**src/rtl/simon_pixel_renderer.sv**
```systemverilog
// Simon pixel source: four quadrant outlines/fills plus a frame-timed
// flash sequencer with a one-at-a-time start/ready handshake.
module simon_pixel_renderer #(
    parameter int         GAP_PX     = 4,
    parameter int         BORDER_PX  = 6,
    parameter logic [5:0] GAP_FRAMES = 6'd8
) (
    input  logic       CLOCK_50,
    input  logic       resetn,
    input  logic [8:0] x,
    input  logic [7:0] y,
    input  logic       start,
    input  logic [1:0] quad,
    input  logic [5:0] frames,
    output logic       ready,
    output logic       done,
    output logic [3:0] lit,
    output logic [2:0] color
);

    localparam logic [9:0] X_MID  = 10'd160;
    localparam logic [9:0] Y_MID  = 10'd120;
    localparam logic [9:0] X_END  = 10'd320;
    localparam logic [9:0] Y_END  = 10'd240;
    localparam logic [9:0] XG_LO  = 10'(160 - GAP_PX);
    localparam logic [9:0] XG_HI  = 10'(160 + GAP_PX);
    localparam logic [9:0] YG_LO  = 10'(120 - GAP_PX);
    localparam logic [9:0] YG_HI  = 10'(120 + GAP_PX);
    localparam logic [9:0] BW     = 10'(BORDER_PX);
    localparam logic [9:0] XL_IN  = 10'(160 - GAP_PX - BORDER_PX);
    localparam logic [9:0] XR_IN  = 10'(160 + GAP_PX + BORDER_PX);
    localparam logic [9:0] YT_IN  = 10'(120 - GAP_PX - BORDER_PX);
    localparam logic [9:0] YB_IN  = 10'(120 + GAP_PX + BORDER_PX);
    localparam logic [9:0] X_OUT  = 10'(320 - BORDER_PX);
    localparam logic [9:0] Y_OUT  = 10'(240 - BORDER_PX);

    typedef enum logic [1:0] {IDLE, LIT, GAP} state_t;

    state_t     state;
    logic [5:0] cnt;
    logic [7:0] y_prev;
    logic       frame_tick;

    logic [9:0] xw;
    logic [9:0] yw;
    logic       offscreen;
    logic       in_gap;
    logic       right;
    logic       bottom;
    logic [1:0] qidx;
    logic       edge_x;
    logic       edge_y;
    logic       outline;
    logic [2:0] qcol;
    logic [2:0] color_d;

    assign xw         = {1'b0, x};
    assign yw         = {2'b00, y};
    assign frame_tick = (y == 8'd0) && (y_prev != 8'd0);

    // Geometry: which quadrant, gap cross, and outline band the dot falls in
    always_comb begin
        offscreen = (xw >= X_END) || (yw >= Y_END);
        in_gap    = ((xw >= XG_LO) && (xw < XG_HI)) ||
                    ((yw >= YG_LO) && (yw < YG_HI));
        right     = (xw >= X_MID);
        bottom    = (yw >= Y_MID);
        qidx      = {bottom, right};
        edge_x    = right  ? ((xw < XR_IN) || (xw >= X_OUT))
                           : ((xw < BW)    || (xw >= XL_IN));
        edge_y    = bottom ? ((yw < YB_IN) || (yw >= Y_OUT))
                           : ((yw < BW)    || (yw >= YT_IN));
        outline   = edge_x || edge_y;
    end

    // Quadrant colour lookup
    always_comb begin
        qcol = 3'b000;
        unique case (qidx)
            2'd0: qcol = 3'b010;
            2'd1: qcol = 3'b100;
            2'd2: qcol = 3'b110;
            2'd3: qcol = 3'b001;
            default: qcol = 3'b000;
        endcase
    end

    // Colour priority: offscreen, gap, lit fill, outline, black
    always_comb begin
        color_d = 3'b000;
        if (offscreen || in_gap)
            color_d = 3'b000;
        else if (lit[qidx] || outline)
            color_d = qcol;
    end

    // Register pixel colour and previous row for frame edge detection
    always_ff @(posedge CLOCK_50 or negedge resetn) begin
        if (!resetn) begin
            color  <= 3'b000;
            y_prev <= 8'd0;
        end else begin
            color  <= color_d;
            y_prev <= y;
        end
    end

    // Flash sequencer: accept, light for N frames, dark gap, then done
    always_ff @(posedge CLOCK_50 or negedge resetn) begin
        if (!resetn) begin
            state <= IDLE;
            cnt   <= 6'd0;
            ready <= 1'b1;
            done  <= 1'b0;
            lit   <= 4'b0000;
        end else begin
            done <= 1'b0;
            unique case (state)
                IDLE: begin
                    ready <= 1'b1;
                    if (start && ready) begin
                        ready <= 1'b0;
                        if (frames != 6'd0) begin
                            state <= LIT;
                            cnt   <= frames;
                            lit   <= 4'(1) << quad;
                        end else begin
                            state <= GAP;
                            cnt   <= GAP_FRAMES;
                        end
                    end
                end
                LIT: begin
                    if (frame_tick) begin
                        cnt <= 6'(cnt - 6'd1);
                        if (cnt == 6'd1) begin
                            state <= GAP;
                            cnt   <= GAP_FRAMES;
                            lit   <= 4'b0000;
                        end
                    end
                end
                GAP: begin
                    if (cnt == 6'd0 ||
                        (frame_tick && cnt == 6'd1)) begin
                        state <= IDLE;
                        cnt   <= 6'd0;
                        done  <= 1'b1;
                    end else if (frame_tick) begin
                        cnt <= 6'(cnt - 6'd1);
                    end
                end
                default: begin
                    state <= IDLE;
                    lit   <= 4'b0000;
                end
            endcase
        end
    end

endmodule

```
**config.mk**
```make
export PLATFORM = sky130hd
export DESIGN_NAME = simon_pixel_renderer
export DESIGN_NICKNAME = d
export VERILOG_FILES = /design/src/rtl/simon_pixel_renderer.sv
export SDC_FILE = /design/constraint.sdc
export NUM_CORES = 1
export LEC_CHECK = 0
export CORE_MARGIN = 2
export CORE_UTILIZATION = 40
export DETAILED_ROUTE_END_ITERATION = 8
export DONT_BUFFER_PORTS = 1
export HOLD_SLACK_MARGIN = 0.02
export PLACE_DENSITY = 0.57
export SYNTH_ARGS = -nofsm -noshare
export SYNTH_HDL_FRONTEND = slang
export SYNTH_SLANG_ARGS = --single-unit
```
**constraint.sdc**
```tcl
create_clock -name CLOCK_50 -period 4.46 [get_ports CLOCK_50]
set_clock_uncertainty 0.05 [all_clocks]
set_input_delay 0.446 -clock CLOCK_50 [delete_from_list [all_inputs] [get_ports CLOCK_50]]
set_output_delay 0.446 -clock CLOCK_50 [all_outputs]
set_load 0.1 [all_outputs]
```
== Word level (Yosys, flattened, before mapping) ==
Index checks and enable logic that the tools add are counted.
Operators by class
  reduce and logical (&&, ||, !) cells: 25
  magnitude comparators: 17
  shift operators: 1
  $add $sub $neg: 1
  equality and inequality tests: 12
  multiplexer cells: 28
  multipliers: 0
  bitwise gates (word level): 1
  divide/modulo/power cells: 0
Operator list (number)
  6-bit two-way mux: 6
  9-bit by 8-bit greater-or-equal comparator with 1-bit output, second input constant: 3
  8-bit by 7-bit greater-or-equal comparator with 1-bit output, second input constant: 3
  9-bit greater-or-equal comparator, second input constant: 2
  9-bit by 8-bit < comparator with 1-bit output, second input constant: 2
  6-bit case mux with 3 select lines: 1
  8-bit greater-or-equal comparator, second input constant: 2
  4-bit two-way mux: 4
  3-bit case mux with 4 select lines: 1
  4-bit case mux with 3 select lines: 1
  1-bit logical OR: 10
  2-bit two-way mux: 5
  2-bit inequality test, second input constant: 5
  9-bit by 3-bit < comparator with 1-bit output, second input constant: 1
  8-bit zero test: 1
  8-bit by 3-bit < comparator with 1-bit output, second input constant: 1
  8-bit by 7-bit < comparator with 1-bit output, second input constant: 1
  8-bit < comparator, second input constant: 1
  4-bit AND reduction: 2
  8-bit nonzero test: 1
  2-bit == test, second input constant: 3
  6-bit by 1-bit == test with 1-bit output, second input constant: 1
  6-bit zero test: 1
  1-bit two-way mux: 6
  other kinds (14): 21
Storage, ports and cells
  input bits: 28
  latch bits: 0
  memories kept: 0
  register bits after elaboration: 25
  bits in writable memories: 0
  ROM bits: 0
  logic and storage cells: 92

== Logic depth before layout (Yosys ltp) ==
  depth in word-level cells: 7
  gate-level depth with buffers: 7
  mapped depth without buffers: 7

== Worst setup path before layout ==
Ideal clock, no wire load.
  kind: register -> register
  from: register ready
  to: register cnt[2]
  setup time: 0.138 ns
  buffers on the path: 0
  arrival time: 2.080 ns
  period minus slack after synthesis: 2.268 ns
  cell stages (with the launch flop): 6
  setup slack: 2.192 ns
  cells stage by stage: dfstp_2 -> a21boi_0 -> or3_1 -> o2bb2ai_2 -> mux2i_1 -> o311ai_1
Between the ends
  word-level cells in the longest chain between the ends: 3
Ends and longest elaborated chain
  start: declaration: line 15  | output logic ready,
  start signal: assignment: line 113  | ready <= 1'b1;
  start signal: assignment: line 120  | ready <= 1'b1;
  start signal: assignment: line 122  | ready <= 1'b0;
  1-bit logical AND: line 121  | if (start && ready) begin
  2-bit inequality test (no source line)
  4-bit AND reduction (no source line)
  end signal: assignment: line 125  | cnt <= frames;
  end signal: assignment: line 135  | cnt <= 6'(cnt - 6'd1);
  end signal: assignment: line 150  | cnt <= 6'(cnt - 6'd1);
  end: declaration: line 40  | logic [5:0] cnt;
No other way between the ends.
A chain may end at the register's enable or synchronous reset.

== Final worst setup path ==
Same ends and word-level chain as after synthesis.

==> impl_metrics.json <==
{
  "outcome": "complete, no violations",
  "core_mm2": 0.00369,
  "switchingPower_uw": 628,
  "dieArea_mm2": 0.00436,
  "slowest_stage": "dfstp_2",
  "first_pass_iters": 4,
  "crit_path_cell_trace": "a21boi_0 -> or3_1 -> o2bb2ai_2 -> mux2i_1 -> o311ai_1",
  "wl_um": 3270,
  "yosysWarnings": 0,
  "final_nets": 191,
  "relSlewSlack_pct": 36.0,
  "tns_ns": 0,
  "p_int_uw": 594,
  "num_rows": 22,
  "drc": 0,
  "p_leak_uw": 0.000721,
  "startpoint_type": "flop",
  "syn_inst": 150,
  "final_area_mm2": 0.00167,
  "max_cap_violations": 0,
  "crit_path_end_kind": "flop",
  "antennaDiodeCount": 0,
  "grt_pass1_vias": 1179,
  "clk_path_buf_depth": 2,
  "top_level_ports": 37,
  "clockPowerShare_pct": 11.7,
  "start_util_pct": 41.7,
  "viasPerCell": 5.82,
  "min_to": "y_prev[2]",
  "multi_input_area_um2": 871,
  "syn_to_final_growth_pct": 8.62,
  "post_cts_resized": 0,
  "power-per-cell-area_mw_per_mm2": 731,
  "hold_depth": 0,
  "cts_tree": "done",
  "grt_max_degree": 26,
  "synth_area_leaders": "dfrtp_1 (39%), ha_1 (6.5%), mux2i_1 (3.9%)",
  "gp_congestion": 0.790,
  "whs_ns": 0.140,
  "synthArstFlopShare_pct": 100,
  "rr_worst_depth": 5,
  "drive_gt1_share_pct": 11.7,
  "clk_latency_ns": 0.27,
  "cp.required_ns": 4.55,
  "hold_viol": 0,
  "wl_per_cell_um": 16.2,
  "synth_edf_count": 0,
  "pwr-share-comb_pct": 42.9,
  "antenna_found_initial": 0,
  "path_class": "flop to flop",
  "ys_seq_area_share_pct": 40.7,
  "final-setup-viol-count": 0,
  "synth.most_common_cell": "dfrtp_1",
  "yosys-top-cells-count": "dfrtp_1 (24), inv_1 (9), ha_1 (8), nand2_1 (8), a21oi_1 (7)",
  "max_stage_delay_ns": 0.88,
  "clk_pin_slew_worst_paths_ns": 0.10,
  "cp_max_fo": 6,
  "r2r_setup_slack_ns": 1.95,
  "p_sw_share_pct": 51.4,
  "r2r-start": "ready",
  "cts_max_level": 1,
  "rsz0062_at_grt": "false",
  "synthFlopType": "dfrtp_1",
  "place_hpwl_um": 2520,
  "avgSynthCellArea_um2": 10.3,
  "die_w_um": 66.0,
  "synthesis.area_mm2": 0.00154,
  "final-seq-area_um2": 627,
  "ys_seq_elements": 25,
  "arrival_ns": 2.60,
  "r2r-end": "cnt[2]",
  "synth_nets": 186,
  "io_buffers": 0,
  "grt_use_total_pct": 16.5,
  "cts-root-buf": "clkbuf_8",
  "maxSlewViolCount": 0,
  "power_frac_seq_pct": 45.4,
  "placed_area_mm2": 0.00159,
  "yosys.area.top_type": "dfrtp_1",
  "cts.sinks": 25,
  "synth_top_area_share_pct": 39.0,
  "setup_slack_ns": 1.95,
  "finalCritPeriodShare_pct": 56.3,
  "grt_pass1_wl_um": 5490,
  "first_iter_violations": 58,
  "power_uw": 1220,
  "nFillCells": 359,
  "ir_drop_mv": 0.544,
  "fin_crit_ns": 2.51,
  "min_from": "y[2]",
  "tightest_slew_ns": 0.960,
  "die_y_um": 66.0,
  "postCtsSetupBuffers": 0,
  "worstHoldPathType": "input port to flop",
  "ys_types": 51,
  "overflow": 0,
  "cts_buffers": 3,
  "fmax_mhz": 398,
  "vias": 1175,
  "postRouteAntennaNets": 0,
  "dpl_worst_slack_ns": 1.97
}
## critical path: cells and delay by family (launching register included)
family	cells	cell delay, ns
AO/OA/AOI/OAI	3	0.79
flip-flops	1	0.88
multiplexers	1	0.24
AND/OR/NAND/NOR	1	0.42
## metal layers
metal | global-route usage, % | wire length [um] | vias to the layer above | part of all wire, %
met5 | 0 | 0 | - | 0
met4 | 2.81 | 0 | 0 | 0
met3 | 6.30 | 242 | 0 | 7.4
met1 | 21.2 | 1480 | 572 | 45
met2 | 26.6 | 1550 | 33 | 47
li1 | - | - | 570 | -
## worst max path at each step
stage               startpoint  slack (ns)  depth (start not counted)  endpoint
finish                   ready        1.95                          5    cnt[2]
global route          state[0]        1.71                          7    cnt[0]
CTS                      ready        1.95                          5    cnt[2]
detailed placement       ready        1.97                          5    cnt[2]
global placement         ready        2.01                          5    cnt[4]
floorplan                ready        2.19                          5    cnt[2]
## per-stage QoR
step                      cells  util [%]
after floorplan             150         -
after global placement      196      43.1
after detailed placement    196      43.1
after CTS                   202      45.3
after global routing        202      45.3
final                       202      45.3
## cell families (layout without fill, tap and decap cells)
family | Yosys count | count (layout) | share of synthesized area (%)
AND/OR/NAND/NOR | 49 | 49 | 19.0
AO/OA/AOI/OAI | 45 | 45 | 22.4
flip-flops | 25 | 25 | 40.7
buffers and inverters | 11 | 15 | 2.68
adder cells (fa/ha/maj) | 9 | 9 | 7.15
multiplexers | 9 | 9 | 6.83
XOR/XNOR | 2 | 2 | 1.14
## power by group through the flow
stage          logic [uW]  clock network [uW]  registers, uW
2_1_floorplan         430                   0            537
3_3_place_gp          501                   0            554
3_5_place_dp          517                   0            558
4_1_cts               525                 147            554
5_1_grt               594                 159            565
6_report              524                 143            554
## cell type report
type                    count  share of cell area (%)
flip-flops and latches     25                    37.5
clock inverters             1                   0.524
multi-input cells         114                    52.1
well taps                  48                    3.59
repair buffers              2                    1.80
clock buffers               3                    2.47
inverters                   9                    2.02
## registers in the layout, indices dropped and copies added (netlist names)
| name | cells |
|---|---|
| done | 1 |
| y_prev | 8 |
| lit | 4 |
| cnt | 6 |
| color | 3 |
| state | 2 |
| ready | 1 |
## timing repair
action | 4_1_cts | 5_1_grt
setup endpoints to repair | 0 | 0
hold buffers | 2 | 0
endpoints found under the hold margin | 25 | 0
## layout by cell type, fill, tap and decap left out, types with 3 or more instances in the layout
cell type,synthesis,layout
o211ai_1,5,5
mux2i_1,6,6
nor3b_1,4,4
nor3_1,6,6
o2111ai_1,3,3
and2_1,3,3
ha_1,8,8
a21o_1,4,4
mux2_4,3,3
o21ai_0,3,3
inv_1,9,9
a21oi_1,7,7
nor4_1,3,3
nor2b_1,3,3
dfrtp_1,24,24
a21boi_0,3,3
clkbuf_8,0,3
nor2_1,6,6
nand2_1,8,8
(Power assumes the default switching activity.)
